<file path="src/rtl/netlist_eval_engine.sv">
// Sequential evaluator for 2-input-cell netlists: executes gate records in topological
// order against an internal net file and streams probed net values out.
module netlist_eval_engine #(
    parameter int NET_W = 7
) (
    input  logic             clk,
    input  logic             rst_n,
    input  logic             rec_valid,
    output logic             rec_ready,
    input  logic [3:0]       rec_op,
    input  logic [NET_W-1:0] rec_a,
    input  logic [NET_W-1:0] rec_b,
    input  logic [NET_W-1:0] rec_y,
    input  logic             rec_last,
    output logic             out_valid,
    input  logic             out_ready,
    output logic [NET_W-1:0] out_net,
    output logic             out_val,
    output logic             done,
    output logic             err
);

    localparam int NETS = 1 << NET_W;

    typedef enum logic [1:0] {
        S_IDLE = 2'd0,
        S_RUN  = 2'd1,
        S_DONE = 2'd2
    } state_t;

    state_t state_q, state_d;

    logic [NETS-1:0]  value_q, value_d;
    logic [NETS-1:0]  written_q, written_d;
    logic             wr_valid_q, wr_valid_d;
    logic [NET_W-1:0] wr_addr_q, wr_addr_d;
    logic             wr_val_q, wr_val_d;
    logic             last_pend_q, last_pend_d;
    logic             err_q, err_d;
    logic             out_valid_q, out_valid_d;
    logic [NET_W-1:0] out_net_q, out_net_d;
    logic             out_val_q, out_val_d;

    logic out_stall;
    logic accept;
    logic fwd_a, fwd_b, fwd_y;
    logic a_wr, b_wr, y_wr;
    logic a_val, b_val;
    logic is_logic, uses_b, is_setpi, is_probe, is_illegal;
    logic result;
    logic rd_err, dd_err;

    assign out_stall = out_valid_q && !out_ready;
    assign accept    = rec_valid && rec_ready;

    // The pending write register is newer than the net file, so it wins on a match.
    assign fwd_a = wr_valid_q && (wr_addr_q == rec_a);
    assign fwd_b = wr_valid_q && (wr_addr_q == rec_b);
    assign fwd_y = wr_valid_q && (wr_addr_q == rec_y);
    assign a_wr  = written_q[rec_a] || fwd_a;
    assign b_wr  = written_q[rec_b] || fwd_b;
    assign y_wr  = written_q[rec_y] || fwd_y;
    assign a_val = a_wr && (fwd_a ? wr_val_q : value_q[rec_a]);
    assign b_val = b_wr && (fwd_b ? wr_val_q : value_q[rec_b]);

    assign is_logic   = (rec_op <= 4'd7);
    assign uses_b     = (rec_op <= 4'd5);
    assign is_setpi   = (rec_op == 4'd8);
    assign is_probe   = (rec_op == 4'd9);
    assign is_illegal = (rec_op >= 4'd10);

    always_comb begin
        result = 1'b0;
        case (rec_op)
            4'd0:    result = a_val & b_val;
            4'd1:    result = ~(a_val & b_val);
            4'd2:    result = a_val | b_val;
            4'd3:    result = ~(a_val | b_val);
            4'd4:    result = a_val ^ b_val;
            4'd5:    result = ~(a_val ^ b_val);
            4'd6:    result = ~a_val;
            4'd7:    result = a_val;
            4'd8:    result = rec_a[0];
            default: result = 1'b0;
        endcase
    end

    assign rd_err = (is_logic && (!a_wr || (uses_b && !b_wr))) || (is_probe && !a_wr);
    assign dd_err = (is_logic || is_setpi) && y_wr;

    always_ff @(posedge clk or negedge rst_n) begin
        if (!rst_n) begin
            state_q <= S_IDLE;
        end else begin
            state_q <= state_d;
        end
    end

    always_comb begin
        state_d = state_q;
        case (state_q)
            S_IDLE:  if (accept) state_d = S_RUN;
            S_RUN:   if (last_pend_q && !out_stall) state_d = S_DONE;
            S_DONE:  state_d = S_IDLE;
            default: state_d = S_IDLE;
        endcase
    end

    always_comb begin
        rec_ready = (state_q != S_DONE) && !out_stall;
        done      = (state_q == S_DONE);
    end

    always_comb begin
        value_d     = value_q;
        written_d   = written_q;
        wr_valid_d  = accept && (is_logic || is_setpi);
        wr_addr_d   = rec_y;
        wr_val_d    = result;
        last_pend_d = last_pend_q;
        err_d       = err_q;
        out_valid_d = out_valid_q;
        out_net_d   = out_net_q;
        out_val_d   = out_val_q;

        if (wr_valid_q) begin
            value_d[wr_addr_q]   = wr_val_q;
            written_d[wr_addr_q] = 1'b1;
        end
        if (accept && rec_last) begin
            last_pend_d = 1'b1;
        end
        if (accept && (rd_err || dd_err || is_illegal)) begin
            err_d = 1'b1;
        end
        if (out_valid_q && out_ready) begin
            out_valid_d = 1'b0;
        end
        if (accept && is_probe) begin
            out_valid_d = 1'b1;
            out_net_d   = rec_a;
            out_val_d   = a_val;
        end
        // Frame teardown: values survive, but nothing counts as driven any more.
        if (state_q == S_DONE) begin
            written_d   = '0;
            err_d       = 1'b0;
            last_pend_d = 1'b0;
        end
    end

    always_ff @(posedge clk or negedge rst_n) begin
        if (!rst_n) begin
            value_q     <= '0;
            written_q   <= '0;
            wr_valid_q  <= 1'b0;
            wr_addr_q   <= '0;
            wr_val_q    <= 1'b0;
            last_pend_q <= 1'b0;
            err_q       <= 1'b0;
            out_valid_q <= 1'b0;
            out_net_q   <= '0;
            out_val_q   <= 1'b0;
        end else begin
            value_q     <= value_d;
            written_q   <= written_d;
            wr_valid_q  <= wr_valid_d;
            wr_addr_q   <= wr_addr_d;
            wr_val_q    <= wr_val_d;
            last_pend_q <= last_pend_d;
            err_q       <= err_d;
            out_valid_q <= out_valid_d;
            out_net_q   <= out_net_d;
            out_val_q   <= out_val_d;
        end
    end

    assign out_valid = out_valid_q;
    assign out_net   = out_net_q;
    assign out_val   = out_val_q;
    assign err       = err_q;

endmodule

</file>
<file path="config.mk">
export PLATFORM = sky130hd
export DESIGN_NAME = netlist_eval_engine
export DESIGN_NICKNAME = d
export VERILOG_FILES = /design/src/rtl/netlist_eval_engine.sv
export SDC_FILE = /design/constraint.sdc
export NUM_CORES = 1
export LEC_CHECK = 0
export BUFFER_PORTS_ARGS = -buffer_cell sky130_fd_sc_hd__buf_2
export CELL_PAD_IN_SITES_DETAIL_PLACEMENT = 0
export CELL_PAD_IN_SITES_GLOBAL_PLACEMENT = 1
export CORE_ASPECT_RATIO = 1.4
export CORE_MARGIN = 1
export CORE_UTILIZATION = 35
export CTS_CLUSTER_DIAMETER = 100
export DETAILED_ROUTE_END_ITERATION = 6
export PLACE_DENSITY_LB_ADDON = 0.1
export REMOVE_ABC_BUFFERS = 1
export SYNTH_ARGS = -nofsm -noshare
export SYNTH_HDL_FRONTEND = slang
export SYNTH_SLANG_ARGS = --single-unit
export TNS_END_PERCENT = 5
</file>
<file path="constraint.sdc">
create_clock -name clk -period 4.2 [get_ports clk]
set_clock_uncertainty 0.15 [all_clocks]
set_input_delay 0 -clock clk [delete_from_list [all_inputs] [get_ports clk]]
set_output_delay 0 -clock clk [all_outputs]
set_load 0.05 [all_outputs]
</file>
=== After elaboration in Yosys (flattened, before gate mapping) ===
Cells that the tools add are included.

* Bitwise operators: 8
* Magnitude comparators: 8
* Equal/unequal tests: 17
* Multiplexer cells: 27
* Reduce and logical (&&, ||, !) cells: 38

{| class="wikitable"
|+ Operators by type and width
! kind !! number
|-
| $mux 128 || 2
|-
| $bwmux 128 || 1
|-
| $or 128x128->128 || 1
|-
| $bmux 1 s7 || 5
|-
| $lt 7x8->1 const B || 4
|-
| $eq 7x7->1 || 3
|-
| $logic_and 1x1->1 || 19
|-
| $eq 4x3->1 const B || 4
|-
| $mux 1 || 14
|-
| $pmux 1 s9 || 1
|-
| $eq 4x2->1 const B || 2
|-
| $eq 4x4->1 const B || 2
|-
| $le 4x3->1 const B || 2
|-
| $logic_or 1x1->1 || 8
|-
| $reduce_bool 2->1 || 4
|-
| $demux 1 s7 || 1
|-
| $ge 7x1->1 const B || 1
|-
| $ne 2x2->1 const B || 3
|-
| $eq 4x1->1 const B || 1
|-
| $ge 4x4->1 const B || 1
|-
| $logic_not 1->1 || 4
|-
| $logic_not 4->1 || 1
|-
| $mux 2 || 2
|-
| $not 1->1 || 4
|-
| 8 further kinds || 8
|}

* Bits in registers: 278

=== Logic depth before layout (Yosys ltp) ===
Gate-level depths: netlist of run 1.

* Depth after elaboration: 13
* Mapped depth: 18
* Mapped depth without buffers: 14

=== Least setup slack after synthesis of run 1 ===
Ideal clock, no wire load.

* Path type: flip-flop to flip-flop
* Start point: reg written_q[63]
* End point: reg wr_val_q
* Clock period less this slack: 3.237 ns
* Stages on the path, launching flop included: 14
* Setup slack: 0.963 ns
* Required time: 3.908 ns
* Setup time: 0.142 ns
* Data arrival time: 2.945 ns
* Path buffers: 0
* Cells stage by stage: dfrtp_1 -> mux4_2 -> mux4_2 -> a211oi_2 -> nor2_1 -> a2111o_1 -> and3_1 -> ha_1 -> mux2i_1 -> xnor2_1 -> a21oi_1 -> nor2_1 -> a31oi_1 -> o221ai_1

* Word-level cells in the longest chain between the ends: 7
* Elaborated cells between the ends (all ways): 16

{| class="wikitable"
|+ RTL lines
! what !! RTL line !! text
|-
| from (decl) || 34 || <nowiki>logic [NETS-1:0] written_q, written_d;</nowiki>
|-
| from (signal assigned) || 166 || <nowiki>written_q <= written_d;</nowiki>
|-
| $bmux 1 s7, on equally long branches || 60, 61 ||
|-
| $mux 1, on equally long branches || 60, 61 ||
|-
| $logic_or 1x1->1, on equally long branches || 60, 61 ||
|-
| $logic_and 1x1->1, on equally long branches || 63, 64 ||
|-
| $xor 1x1->1, or another cell as far along || 79, 80 ||
|-
| $not 1->1, on equally long branches || 80, 76, 78 ||
|-
| $pmux 1 s9 (*) || 74 || <nowiki>case (rec_op)</nowiki>
|-
| named net result || 50 || <nowiki>logic result;</nowiki>
|-
| to (signal assigned) || 169 || <nowiki>wr_val_q <= wr_val_d;</nowiki>
|-
| to (decl) || 37 || <nowiki>logic wr_val_q, wr_val_d;</nowiki>
|}

Mark *: on every way through the listed nets, which the timed path passes. The rest lies on a longest branch. The select of a mux whose other input is x is not followed.
A chain may end at the register's enable or synchronous reset.

=== Worst setup path in the final report of run 1 ===
Ends and elaborated chain as after synthesis.

==> flow_summary.rst, run 1 <==
.. list-table::
   :header-rows: 1

   * - Metric
     - Value
   * - Status
     - completed
   * - Die Area
     - between 40,000 and 50,000 um2
   * - Worst-path clk slew
     - around 0.07 ns
   * - Average cell area after synthesis
     - 12.12 um2
   * - Pin count of the biggest net entering global routing
     - 73
   * - Proportion of netlist area held by the largest area contributor
     - 0.4282
   * - Setup repair after global routing missed its margin
     - no
   * - Placed standard-cell area
     - about 17,000 um2
   * - Register area share after synthesis
     - 0.4282
   * - Smallest hold slack
     - 0.03443 ns
   * - Post-Syn Instances
     - around 1,300
   * - Floorplan row count
     - 93
   * - Inst Count DP
     - 1,954
   * - Final worst-path cycle share
     - 0.8533
   * - Hold Violations, Final
     - 0
   * - Required @ worst endpoint
     - 4.51 ns
   * - Share of layout cells above drive strength 1
     - 0.3291
   * - Core ar.
     - between 40,000 and 50,000 um2
   * - Ranking of synthesized cells by area
     - sky130_fd_sc_hd__dfrtp_1, sky130_fd_sc_hd__mux4_2, sky130_fd_sc_hd__mux2_2
   * - Syn-to-layout area delta
     - 15.06%
   * - Vias in the first global route
     - approximately 12,000
   * - Most used flip-flop cell after synthesis
     - sky130_fd_sc_hd__dfrtp_1
   * - Actual transition at the worst max-transition pin
     - ~0.9 ns
   * - Setup crit end kind
     - flip-flop
   * - Number of fillers in the final layout
     - about 4,400
   * - Summed instance area of the synthesized netlist
     - about 16,000 um2
   * - Mux cell area share after synthesis
     - 0.3315
   * - Tot GR Track Use
     - 0.2571
   * - Overall power of the completed layout
     - approximately 7.2 mW
   * - Number of pins with negative max-slew slack in the final report
     - 0
   * - Initial core utilization
     - 0.3535
   * - Complex-gate fraction of the synthesized area
     - 0.08317
   * - HPWL reported at the end of detailed placement
     - 40,800 um
   * - Clock tree buffer depth
     - 3
   * - Number of nets with antenna violations after routing
     - 0
   * - Count of max-cap constraint violations
     - 0
   * - Final Cell Area
     - ~19,000 um2
   * - Via-to-Cell Ratio
     - about 5.8
   * - Adder-cell share of the synthesized area
     - 0.001540
   * - Avg WL per Cell
     - 29.31 um
   * - Area share of xor/xnor cells in the synthesized design
     - 0.01186
   * - Relative slew slack
     - 0.3956
   * - Number of levels the H-tree was split into
     - 1
   * - Input/output buffers
     - 41
   * - Final nets
     - 1,431
   * - Max Fclk
     - ~280 MHz
   * - Final instance count without filler cells
     - between 2,000 and 2,500
   * - TritonCTS sink count
     - 278
   * - Area fraction in and, or, nand and nor cells after synthesis
     - 0.1095
   * - Number of iterations in the first detailed-routing pass
     - 5
   * - Global-route congestion overflow total
     - 0
   * - Biggest area consumer among synthesized cells
     - sky130_fd_sc_hd__dfrtp_1
   * - Worst-case register-to-register setup slack
     - 0.62 ns
   * - Shortest period the worst path allows
     - roughly 3.6 ns
   * - Boundary Pins
     - 42
   * - Number of buffers inserted during clock tree synthesis
     - 31
   * - Power density normalized to cell area
     - around 390 nW/um2
   * - Start-to-end type of the worst setup path
     - flip-flop to flip-flop
   * - Worst endpoint data arrival time
     - between 3 and 4 ns
   * - Vias after detailed routing
     - approximately 12,000
   * - Finish-stage setup viols
     - 0
   * - Flops & latches, synth
     - 278
   * - Worst min-delay path category
     - input pin to flip-flop
   * - Largest family of logic cells by synthesized area
     - multiplexers
   * - Post-synth EDFFs
     - 0
   * - P_leak
     - approximately 7.9 nW
   * - Number of warnings printed during yosys synthesis
     - 0
   * - Initial antenna violation count
     - 0
   * - First-pass GRT wire length
     - 87,470 um
   * - Number of design rule violations left after detail routing
     - 0
   * - Count of inserted antenna diode cells
     - 0
   * - Buffer type at the clock tree root
     - sky130_fd_sc_hd__clkbuf_16
   * - Crit Path Max Fanout
     - 4
   * - CTS tree
     - done
   * - Worst IR Drop VDD
     - around 0.30 mV
   * - Horizontal extent of the die
     - roughly 180 um
   * - Startpoint kind of the worst setup timing path
     - flip-flop
   * - Share of flip-flops with an asynchronous set or reset after synthesis
     - 1.000
   * - Sum of routed wire length over all layers
     - 59,670 um
   * - Routability-driven placement congestion ratio
     - roughly 0.9
   * - Later-pin clock latency in the skew report
     - about 0.59 ns
   * - Library cells used by synthesis
     - 58
   * - Chip Height
     - 256.9 um
   * - Setup TNS after final layout
     - 0 ns
   * - Initial drt markers
     - approximately 870
[registers in the layout, summed over array words and instances, names as in the netlist]
register,count
wr_addr_q,7
out_net,7
last_pend_q,1
out_valid,1
wr_valid_q,1
wr_val_q,1
written_q,128
err,1
state_q,2
out_val,1
value_q,128
[area by class of cell]
cell class | count | area, um2 | area share
Inverter | 9 | 33.78 | 0.001807
Timing Repair Buffer | 137 | 1127 | 0.06030
Sequential cell | 278 | 6960 | 0.3723
Multi-Input combinational cell | 942 | 8787 | 0.4700
Tap cell | 617 | 772.0 | 0.04130
Clock inverter | 13 | 133.9 | 0.007161
Clock buffer | 40 | 879.6 | 0.04705
[report_power, final]
part	total [mW]	switching, mW	internal [mW]	leakage (nW)
clock network	2.78	1.19	1.59	0.484
registers	3.04	0.195	2.85	3.83
logic	1.41	0.877	0.529	3.62
total	7.23	2.27	4.96	7.93
[layout by cell type, fill, tap and decap left out, types with 5 or more instances in the layout]
cell                            instances
sky130_fd_sc_hd__a211oi_1               5
sky130_fd_sc_hd__a21oi_1               23
sky130_fd_sc_hd__a22o_1                 7
sky130_fd_sc_hd__a22oi_1               27
sky130_fd_sc_hd__and3_1                 6
sky130_fd_sc_hd__buf_12                 6
sky130_fd_sc_hd__buf_2                 36
sky130_fd_sc_hd__buf_4                 66
sky130_fd_sc_hd__clkbuf_16             31
sky130_fd_sc_hd__clkbuf_8               7
sky130_fd_sc_hd__clkinvlp_4             6
sky130_fd_sc_hd__dfrtp_1              277
sky130_fd_sc_hd__dlygate4sd3_1         25
sky130_fd_sc_hd__inv_1                  8
sky130_fd_sc_hd__mux2_2               134
sky130_fd_sc_hd__mux2i_1               36
sky130_fd_sc_hd__mux4_2               155
sky130_fd_sc_hd__nand2_1               48
sky130_fd_sc_hd__nand2b_1              10
sky130_fd_sc_hd__nand3_1               11
sky130_fd_sc_hd__nand3b_1               5
sky130_fd_sc_hd__nand4_1               12
sky130_fd_sc_hd__nor2_1               256
sky130_fd_sc_hd__nor2b_1               17
sky130_fd_sc_hd__nor3_1                11
sky130_fd_sc_hd__nor4_1                 6
sky130_fd_sc_hd__o21a_1                70
sky130_fd_sc_hd__o21ai_0               14
sky130_fd_sc_hd__o2bb2ai_1              5
sky130_fd_sc_hd__xnor2_1               16
sky130_fd_sc_hd__xor2_1                 6
[final timing paths]
check,start,endpoint,depth (start not counted)
max in group asynchronous,rst_n,value_q[119]$_DFFE_PN0P_,4
worst min-delay path,rec_y[2],wr_addr_q[2]$_DFF_PN0_,2
worst min register to register,out_net[5]$_DFFE_PN0P_,out_net[5]$_DFFE_PN0P_,2
worst max register to register,written_q[63]$_DFFE_PN0P_,wr_val_q$_DFF_PN0_,13
min in group asynchronous,rst_n,value_q[0]$_DFFE_PN0P_,3
worst max-delay path,written_q[63]$_DFFE_PN0P_,wr_val_q$_DFF_PN0_,13
[worst max-delay path: stages, from the launching register on]
cell and delay (ns):
sky130_fd_sc_hd__dfrtp_1 0.43, sky130_fd_sc_hd__mux4_2 0.49, sky130_fd_sc_hd__mux4_2 0.56, sky130_fd_sc_hd__a211oi_4 0.28, sky130_fd_sc_hd__nor2_1 0.07, sky130_fd_sc_hd__a2111o_1 0.43
sky130_fd_sc_hd__and3_1 0.18, sky130_fd_sc_hd__ha_1 0.18, sky130_fd_sc_hd__mux2i_1 0.16, sky130_fd_sc_hd__xnor2_1 0.08, sky130_fd_sc_hd__a21oi_1 0.15, sky130_fd_sc_hd__nor2_1 0.06
sky130_fd_sc_hd__a31oi_1 0.14, sky130_fd_sc_hd__o221ai_1 0.13
[routing by layer]
layer | track usage | part of all wire | vias to the layer above
li1 | - | - | 5137
met1 | 0.3359 | 0.43 | 6325
met2 | 0.4368 | 0.50 | 317
met3 | 0.02632 | 0.034 | 90
met4 | 0.09907 | 0.039 | 0
met5 | 0 | 0 | -
[logic make-up (layout without fill, tap and decap cells)]
family / Yosys count / after routing
DFF: 278 / 278
buffers and inverters: 120 / 199
and+or+nand+nor: 406 / 406
AOI/OAI and AO/OA: 186 / 186
xor gates and xnor gates: 22 / 22
adders and majority gates: 2 / 2
muxes: 326 / 326
[cell usage after synthesis, types with 7 or more instances]
| cell | count |
|---|---|
| sky130_fd_sc_hd__mux4_2 | 155 |
| sky130_fd_sc_hd__nand3_1 | 15 |
| sky130_fd_sc_hd__a22oi_1 | 27 |
| sky130_fd_sc_hd__mux2_2 | 134 |
| sky130_fd_sc_hd__nand4_1 | 12 |
| sky130_fd_sc_hd__buf_4 | 12 |
| sky130_fd_sc_hd__nand2b_1 | 11 |
| sky130_fd_sc_hd__xnor2_1 | 16 |
| sky130_fd_sc_hd__buf_2 | 24 |
| sky130_fd_sc_hd__dfrtp_1 | 278 |
| sky130_fd_sc_hd__clkbuf_1 | 63 |
| sky130_fd_sc_hd__inv_1 | 8 |
| sky130_fd_sc_hd__nor4_1 | 7 |
| sky130_fd_sc_hd__a21oi_1 | 23 |
| sky130_fd_sc_hd__a22o_1 | 7 |
| sky130_fd_sc_hd__nor2b_1 | 17 |
| sky130_fd_sc_hd__o21a_1 | 70 |
| sky130_fd_sc_hd__nor2_1 | 256 |
| sky130_fd_sc_hd__buf_1 | 8 |
| sky130_fd_sc_hd__nand2_1 | 48 |
| sky130_fd_sc_hd__o21ai_0 | 14 |
| sky130_fd_sc_hd__mux2i_1 | 36 |
| sky130_fd_sc_hd__nor3_1 | 11 |
[stage by stage]
step	utilization	setup slack, ns
finish	0.4067	0.6163
global route	0.4067	0.3306
CTS	0.4057	0.04284
detailed placement	0.3774	0.2640
global placement	0.3774	0.3095
floorplan	-	0.8561
[timing repair]
action	CTS	global route
buffers inserted	0	3
endpoints found under the setup margin	0	1
hold buffers	27	0
gates resized for setup	0	7
endpoints found under the hold margin	124	0
(Power assumes the default switching activity.)
==> inputs of run 2 (changes only) <==
--- a/config.mk
+++ b/config.mk
@@ -13,9 +13,9 @@
 export CORE_UTILIZATION = 35
 export CTS_CLUSTER_DIAMETER = 100
 export DETAILED_ROUTE_END_ITERATION = 6
-export PLACE_DENSITY_LB_ADDON = 0.1
+export PLACE_DENSITY = 0.6
 export REMOVE_ABC_BUFFERS = 1
 export SYNTH_ARGS = -nofsm -noshare
 export SYNTH_HDL_FRONTEND = slang
 export SYNTH_SLANG_ARGS = --single-unit
-export TNS_END_PERCENT = 5
+export TNS_END_PERCENT = 1
==> flow_summary.rst, run 2 (synthesis results as in run 1) <==
.. list-table::
   :header-rows: 1

   * - Metric
     - Value
   * - Worst Hold End
     - wr_addr_q[2]$_DFF_PN0_
   * - Routability-driven placement congestion ratio
     - roughly 0.9
   * - Most common cell after layout, fill and taps aside
     - sky130_fd_sc_hd__dfrtp_1
   * - Global routing usage on met1
     - 0.3080
   * - Required @ worst endpoint
     - ~4.6 ns
   * - Final nets
     - ~1,400
   * - Number of cells on the worst reg-to-reg path
     - 8
   * - Die Area
     - roughly 47,000 um2
   * - Power density normalized to cell area
     - ~380 nW/um2
   * - Inst Count DP
     - 1,940
   * - Start-to-end type of the worst setup path
     - flip-flop to flip-flop
   * - Hold Startpoint
     - rec_y[2]
   * - Relative slew slack
     - 0.3191
   * - Number of design rule violations left after detail routing
     - 0
   * - Post-layout worst setup margin
     - ~0.53 ns
   * - Hold Violations, Final
     - 0
   * - TritonCTS sink count
     - 278
   * - Final Cell Area
     - ~18,000 um2
   * - Crit Path Max Fanout
     - 4
   * - Count of max-cap constraint violations
     - 0
   * - Number of nets with antenna violations after routing
     - 0
   * - Kind of cell adding the most delay to the critical path
     - multiplexers
   * - Worst r2r dst
     - err$_DFFE_PN0P_
   * - Worst-path clk slew
     - 0.07 ns
   * - Number of iterations in the first detailed-routing pass
     - 5
   * - Number of levels the H-tree was split into
     - 1
   * - Chip Height
     - about 260 um
   * - Initial antenna violation count
     - 0
   * - Global-route congestion overflow total
     - 0
   * - Count of inserted antenna diode cells
     - 0
   * - Multi-input logic area
     - 8758 um2
   * - CTS tree
     - done
   * - Boundary Pins
     - between 40 and 50
   * - Avg WL per Cell
     - 27.92 um
   * - Startpoint kind of the worst setup timing path
     - flip-flop
   * - Overall power of the completed layout
     - just over 7 mW
   * - Number of cells on the worst hold path
     - 2
   * - Setup repair after global routing missed its margin
     - no
   * - Sum of routed wire length over all layers
     - about 56,000 um
   * - Core ar.
     - around 46,000 um2
   * - Initial core utilization
     - 0.3535
   * - Regs by FF count
     - value_q: 128 flops, written_q: 128 flops
   * - Pin count of the biggest net entering global routing
     - 116
   * - Number of pins with negative max-slew slack in the final report
     - 0
   * - Vias in the first global route
     - approximately 12,000
   * - Source of the worst register-to-register timing path
     - written_q[68]$_DFFE_PN0P_
   * - First-pass GRT wire length
     - 84,360 um
   * - Tot GR Track Use
     - 0.2436
   * - Master of the slowest instance on the critical path
     - sky130_fd_sc_hd__dlygate4sd3_1
   * - Vias after detailed routing
     - around 12,000
   * - Area taken by flip-flops and latches
     - 6960 um2
   * - Worst endpoint data arrival time
     - just over 4 ns
   * - Final instance count without filler cells
     - a little over 2,000
   * - Initial drt markers
     - approximately 1,100
   * - WP buf/inv
     - 2
   * - Fraction of met3 tracks used by global routing
     - 0.02434
   * - Post-cts resize count
     - 0
   * - Number of fillers in the final layout
     - 4,381
   * - Final worst-path cycle share
     - 0.8736
   * - Syn-to-layout area delta
     - 13.65%
   * - Number of buffers added for setup after CTS
     - 0
   * - Max Fclk
     - 272.6 MHz
   * - HPWL reported at the end of detailed placement
     - roughly 39,000 um
   * - Setup slack after placement
     - about 0.35 ns
   * - Later-pin clock latency in the skew report
     - 0.59 ns
   * - Buffer type at the clock tree root
     - sky130_fd_sc_hd__clkbuf_16
   * - Floorplan row count
     - between 90 and 100
   * - Met2 Usage GRT
     - 0.4153
   * - Levels on crit path
     - 8
   * - Commonest non-fill, non-tap cells in the layout
     - sky130_fd_sc_hd__dfrtp_1, sky130_fd_sc_hd__nor2_1, sky130_fd_sc_hd__mux4_2
   * - Share of layout cells above drive strength 1
     - 0.3164
   * - Worst-case register-to-register setup slack
     - 0.53 ns
   * - Setup crit end kind
     - flip-flop
   * - Worst IR Drop VDD
     - between 0.2 and 0.25 mV
   * - Smallest hold slack
     - ~0.033 ns
   * - Input/output buffers
     - 41
   * - Utilization after layout
     - 0.4017
   * - GRT Max-Usage Layer
     - met2
   * - Setup TNS after final layout
     - 0 ns
   * - Worst min-delay path category
     - input pin to flip-flop
   * - Shortest period the worst path allows
     - ~3.7 ns
   * - P_leak
     - ~7.8 nW
   * - Number of buffers inserted during clock tree synthesis
     - 29
   * - # hold bufs at CTS
     - 25
   * - Horizontal extent of the die
     - around 180 um
   * - Largest stage delay on the critical path
     - ~0.57 ns
   * - Clock tree buffer depth
     - 3
   * - Status
     - completed
   * - Actual transition at the worst max-transition pin
     - around 1.0 ns
   * - Cell Chain, Critical Path
     - mux4_2 -> mux4_2 -> a211oi_1 -> mux4_1 -> nand4_1 -> dlygate4sd3_1 -> o211ai_1 -> dlygate4sd3_1
   * - Via-to-Cell Ratio
     - just under 6
   * - Placed standard-cell area
     - between 15,000 and 20,000 um2
   * - Finish-stage setup viols
     - 0
-- run 2: changes by cell type in the layout (fill, tap and decap cells not counted), sizes merged --
cell	change
buf	-17
clkinvlp	-3
clkinv	+2
clkbuf	-1
dlygate4sd3	-1
inv	+1
-- run 2: final cells by class --
cell class | count | area share
clock buffers | 39 | 0.04459
clock inverters | 13 | 0.006844
inverters | 9 | 0.001830
multi-input cells | 942 | 0.4743
flip-flops and latches | 278 | 0.3769
well taps | 617 | 0.04181
repair buffers | 119 | 0.05367
-- run 2: routing by layer --
metal  part of all wire  up-vias
met3              0.050      114
li1                   -     5095
met1               0.40     6352
met4              0.050        0
met5                  0        -
met2               0.50      454
-- run 2: worst reg2reg max path, cell delays in order, from the launching register on --
cell and delay, ns:
sky130_fd_sc_hd__dfrtp_1 0.44, sky130_fd_sc_hd__mux4_2 0.48, sky130_fd_sc_hd__mux4_2 0.49, sky130_fd_sc_hd__a211oi_1 0.41
sky130_fd_sc_hd__mux4_1 0.34, sky130_fd_sc_hd__nand4_1 0.10, sky130_fd_sc_hd__dlygate4sd3_1 0.57, sky130_fd_sc_hd__o211ai_1 0.07
sky130_fd_sc_hd__dlygate4sd3_1 0.56
-- run 2: where the power goes --
| group | internal, mW | switching (mW) | total [mW] |
|---|---|---|---|
| Combinational | 0.500 | 0.859 | 1.36 |
| Sequential | 2.85 | 0.194 | 3.04 |
| Clock | 1.49 | 1.15 | 2.64 |
| Total | 4.84 | 2.20 | 7.04 |
-- run 2: how the worst max path moves through the flow --
| stage | from | to | slack [ns] |
|---|---|---|---|
| floorplan | wr_val_q$_DFF_PN0_ | wr_val_q$_DFF_PN0_ | 0.86 |
| global placement | rec_b[0] | wr_val_q$_DFF_PN0_ | 0.35 |
| detailed placement | rec_b[0] | wr_val_q$_DFF_PN0_ | 0.35 |
| CTS | written_q[13]$_DFFE_PN0P_ | wr_val_q$_DFF_PN0_ | 0.54 |
| global route | written_q[13]$_DFFE_PN0P_ | wr_val_q$_DFF_PN0_ | 0.30 |
| finish | written_q[68]$_DFFE_PN0P_ | err$_DFFE_PN0P_ | 0.53 |
==> inputs of run 3 (changes only) <==
--- a/config.mk
+++ b/config.mk
@@ -6,14 +6,13 @@
 export NUM_CORES = 1
 export LEC_CHECK = 0
 export BUFFER_PORTS_ARGS = -buffer_cell sky130_fd_sc_hd__buf_2
-export CELL_PAD_IN_SITES_DETAIL_PLACEMENT = 0
-export CELL_PAD_IN_SITES_GLOBAL_PLACEMENT = 1
 export CORE_ASPECT_RATIO = 1.4
 export CORE_MARGIN = 1
-export CORE_UTILIZATION = 35
+export CORE_UTILIZATION = 50
 export CTS_CLUSTER_DIAMETER = 100
 export DETAILED_ROUTE_END_ITERATION = 6
-export PLACE_DENSITY = 0.6
+export HOLD_SLACK_MARGIN = 0.02
+export PLACE_DENSITY = 0.68
 export REMOVE_ABC_BUFFERS = 1
 export SYNTH_ARGS = -nofsm -noshare
 export SYNTH_HDL_FRONTEND = slang
==> flow_summary.rst, run 3 (synthesis results as in run 1) <==
.. list-table::
   :header-rows: 1

   * - Metric
     - Value
   * - Setup repair after global routing missed its margin
     - no
   * - Regs by FF count
     - value_q: 128 flops, written_q: 128 flops
   * - Worst-path clk slew
     - around 0.07 ns
   * - Vias in the first global route
     - 12,660
   * - Crit Path Max Fanout
     - 4
   * - Number of buffers inserted during clock tree synthesis
     - 28
   * - Required @ worst endpoint
     - approximately 4.5 ns
   * - Number of iterations in the first detailed-routing pass
     - 7
   * - Post-layout worst setup margin
     - roughly 0.16 ns
   * - P_leak
     - 7.790 nW
   * - Worst endpoint data arrival time
     - 4.34 ns
   * - Commonest non-fill, non-tap cells in the layout
     - sky130_fd_sc_hd__dfrtp_1, sky130_fd_sc_hd__nor2_1, sky130_fd_sc_hd__mux4_2
   * - GRT Max-Usage Layer
     - met2
   * - Vias after detailed routing
     - approximately 12,000
   * - Number of pins with negative max-slew slack in the final report
     - 0
   * - Worst IR Drop VDD
     - ~0.32 mV
   * - Initial antenna violation count
     - 2
   * - Pin count of the biggest net entering global routing
     - 172
   * - Final instance count without filler cells
     - 1,793
   * - Final nets
     - approximately 1,400
   * - Hold Violations, Final
     - 0
   * - Input/output buffers
     - 41
   * - Initial core utilization
     - 0.5110
   * - Source of the worst register-to-register timing path
     - written_q[63]$_DFFE_PN0P_
   * - Relative slew slack
     - 0.1465
   * - Actual transition at the worst max-transition pin
     - roughly 1.3 ns
   * - Final worst-path cycle share
     - 0.9619
   * - Via-to-Cell Ratio
     - between 6 and 7
   * - Number of cells on the worst reg-to-reg path
     - 14
   * - Launch point of the worst path
     - written_q[63]$_DFFE_PN0P_
   * - Hold Startpoint
     - rec_y[2]
   * - Clock tree buffer depth
     - 3
   * - Finish-stage setup viols
     - 0
   * - Internal power
     - between 4 and 5 mW
   * - Horizontal extent of the die
     - 154.3 um
   * - Met2 Usage GRT
     - 0.5312
   * - Most common cell after layout, fill and taps aside
     - sky130_fd_sc_hd__dfrtp_1
   * - Placed standard-cell area
     - ~17,000 um2
   * - Chip Height
     - 215.3 um
   * - Final Cell Area
     - 18,120 um2
   * - Share of total power in sequential cells
     - 0.433
   * - Initial drt markers
     - ~1,300
   * - CTS tree
     - done
   * - Number of nets with antenna violations after routing
     - 0
   * - Global routing usage on met1
     - 0.4096
   * - Cell Chain, Critical Path
     - mux4_2 -> mux4_2 -> a211oi_2 -> nor2_1 -> a2111o_1 -> nand3_1 -> ha_1 -> mux2i_1 -> xnor2_1 -> a21oi_1 -> nor2_1 -> a31oi_1 -> dlygate4sd3_1 -> o221ai_1
   * - Core ar.
     - 31,790 um2
   * - Worst min-delay path category
     - input pin to flip-flop
   * - Largest stage delay on the critical path
     - approximately 0.56 ns
   * - Routability-driven placement congestion ratio
     - ~0.96
   * - Fraction of met3 tracks used by global routing
     - 0.04860
   * - Count of max-cap constraint violations
     - 0
   * - Smallest hold slack
     - ~0.022 ns
   * - Floorplan row count
     - between 70 and 80
   * - Syn-to-layout area delta
     - 11.54%
   * - Setup TNS after final layout
     - 0 ns
   * - Shortest period the worst path allows
     - slightly above 4 ns
   * - Combinational share of power
     - 0.193
   * - Avg WL per Cell
     - 29.33 um
   * - Setup crit end kind
     - flip-flop
   * - Number of design rule violations left after detail routing
     - 0
   * - Number of cells on the worst hold path
     - 2
   * - Master of the slowest instance on the critical path
     - sky130_fd_sc_hd__dlygate4sd3_1
   * - TritonCTS sink count
     - 278
   * - HPWL reported at the end of detailed placement
     - between 30,000 and 40,000 um
   * - Die Area
     - 33,230 um2
   * - Buffer type at the clock tree root
     - sky130_fd_sc_hd__clkbuf_16
   * - Global-route congestion overflow total
     - 0
   * - Status
     - completed
   * - Tot GR Track Use
     - 0.3257
   * - Overall power of the completed layout
     - roughly 7 mW
   * - Later-pin clock latency in the skew report
     - around 0.58 ns
   * - Inst Count DP
     - around 1,700
   * - Startpoint kind of the worst setup timing path
     - flip-flop
   * - Boundary Pins
     - 42
   * - First-pass GRT wire length
     - 79,720 um
   * - Start-to-end type of the worst setup path
     - flip-flop to flip-flop
   * - Fraction of power consumed by the clock network
     - 0.374
   * - Switch share
     - 0.3060
   * - Share of layout cells above drive strength 1
     - 0.3121
   * - Setup slack after placement
     - around 0.17 ns
   * - Power density normalized to cell area
     - slightly below 400 nW/um2
   * - Number of levels the H-tree was split into
     - 1
   * - Sum of routed wire length over all layers
     - 52,590 um
   * - Utilization after layout
     - 0.5700
   * - Switching power of the nets
     - between 2 and 2.5 mW
   * - Max Fclk
     - 247.5 MHz
-- run 3: changes by cell type in the layout (fill, tap and decap cells not counted), moves of 3 or more --
| cell | previous run | this run |
|---|---|---|
| sky130_fd_sc_hd__nand3_1 | 12 | 15 |
| sky130_fd_sc_hd__dlygate4sd3_1 | 24 | 27 |
| sky130_fd_sc_hd__buf_12 | 8 | 5 |
| sky130_fd_sc_hd__nand3_2 | 3 | 0 |
-- run 3: worst paths after layout --
| path | to | slack (ns) |
|---|---|---|
| worst min register to register | out_net[5]$_DFFE_PN0P_ | 0.32 |
| worst max register to register | wr_val_q$_DFF_PN0_ | 0.16 |
| worst max-delay path | wr_val_q$_DFF_PN0_ | 0.16 |
| min in group asynchronous | written_q[84]$_DFFE_PN0P_ | 0.39 |
| max in group asynchronous | value_q[57]$_DFFE_PN0P_ | 2.56 |
| worst min-delay path | wr_addr_q[2]$_DFF_PN0_ | 0.02 |
-- run 3: worst max-delay path: cells and delay by family, from the launching register on --
kind | cells | cell delay, ns
multiplexers | 3 | 1.20
buffers and inverters | 1 | 0.56
flip-flops | 1 | 0.45
AND/OR/NAND/NOR | 3 | 0.23
XOR/XNOR | 1 | 0.08
AO/OA/AOI/OAI | 5 | 1.02
adder cells (fa/ha/maj) | 1 | 0.23
-- run 3: power groups by stage --
stage	sequential, mW	clock, mW	combinational (mW)
floorplan	3.12	0	0.635
global placement	3.05	0	1.26
finish	3.02	2.61	1.35
detailed placement	3.06	0	1.28
CTS	3.02	2.63	1.33
global route	3.04	2.73	1.43
-- run 3: per-layer routing --
metal | part of all wire | routed length [um]
met4 | 0.067 | 3543
met1 | 0.37 | 19700
met5 | 0.00025 | 13
met2 | 0.49 | 25540
met3 | 0.072 | 3790
-- run 3: final cells by class --
cell class              count  area, um2
fillers                  2541      13670
clock inverters            11      113.9
multi-input cells         942       8750
repair buffers            118      937.1
well taps                 395      494.2
diodes                      1      2.502
flip-flops and latches    278       6958
inverters                   9      33.78
clock buffers              39      833.3
-- run 3: timing repair --
item	in CTS	in global routing
hold endpoints to repair	296	0
setup endpoints to repair	0	1
resized for setup	0	3
hold buffers	28	0
setup buffers	0	1
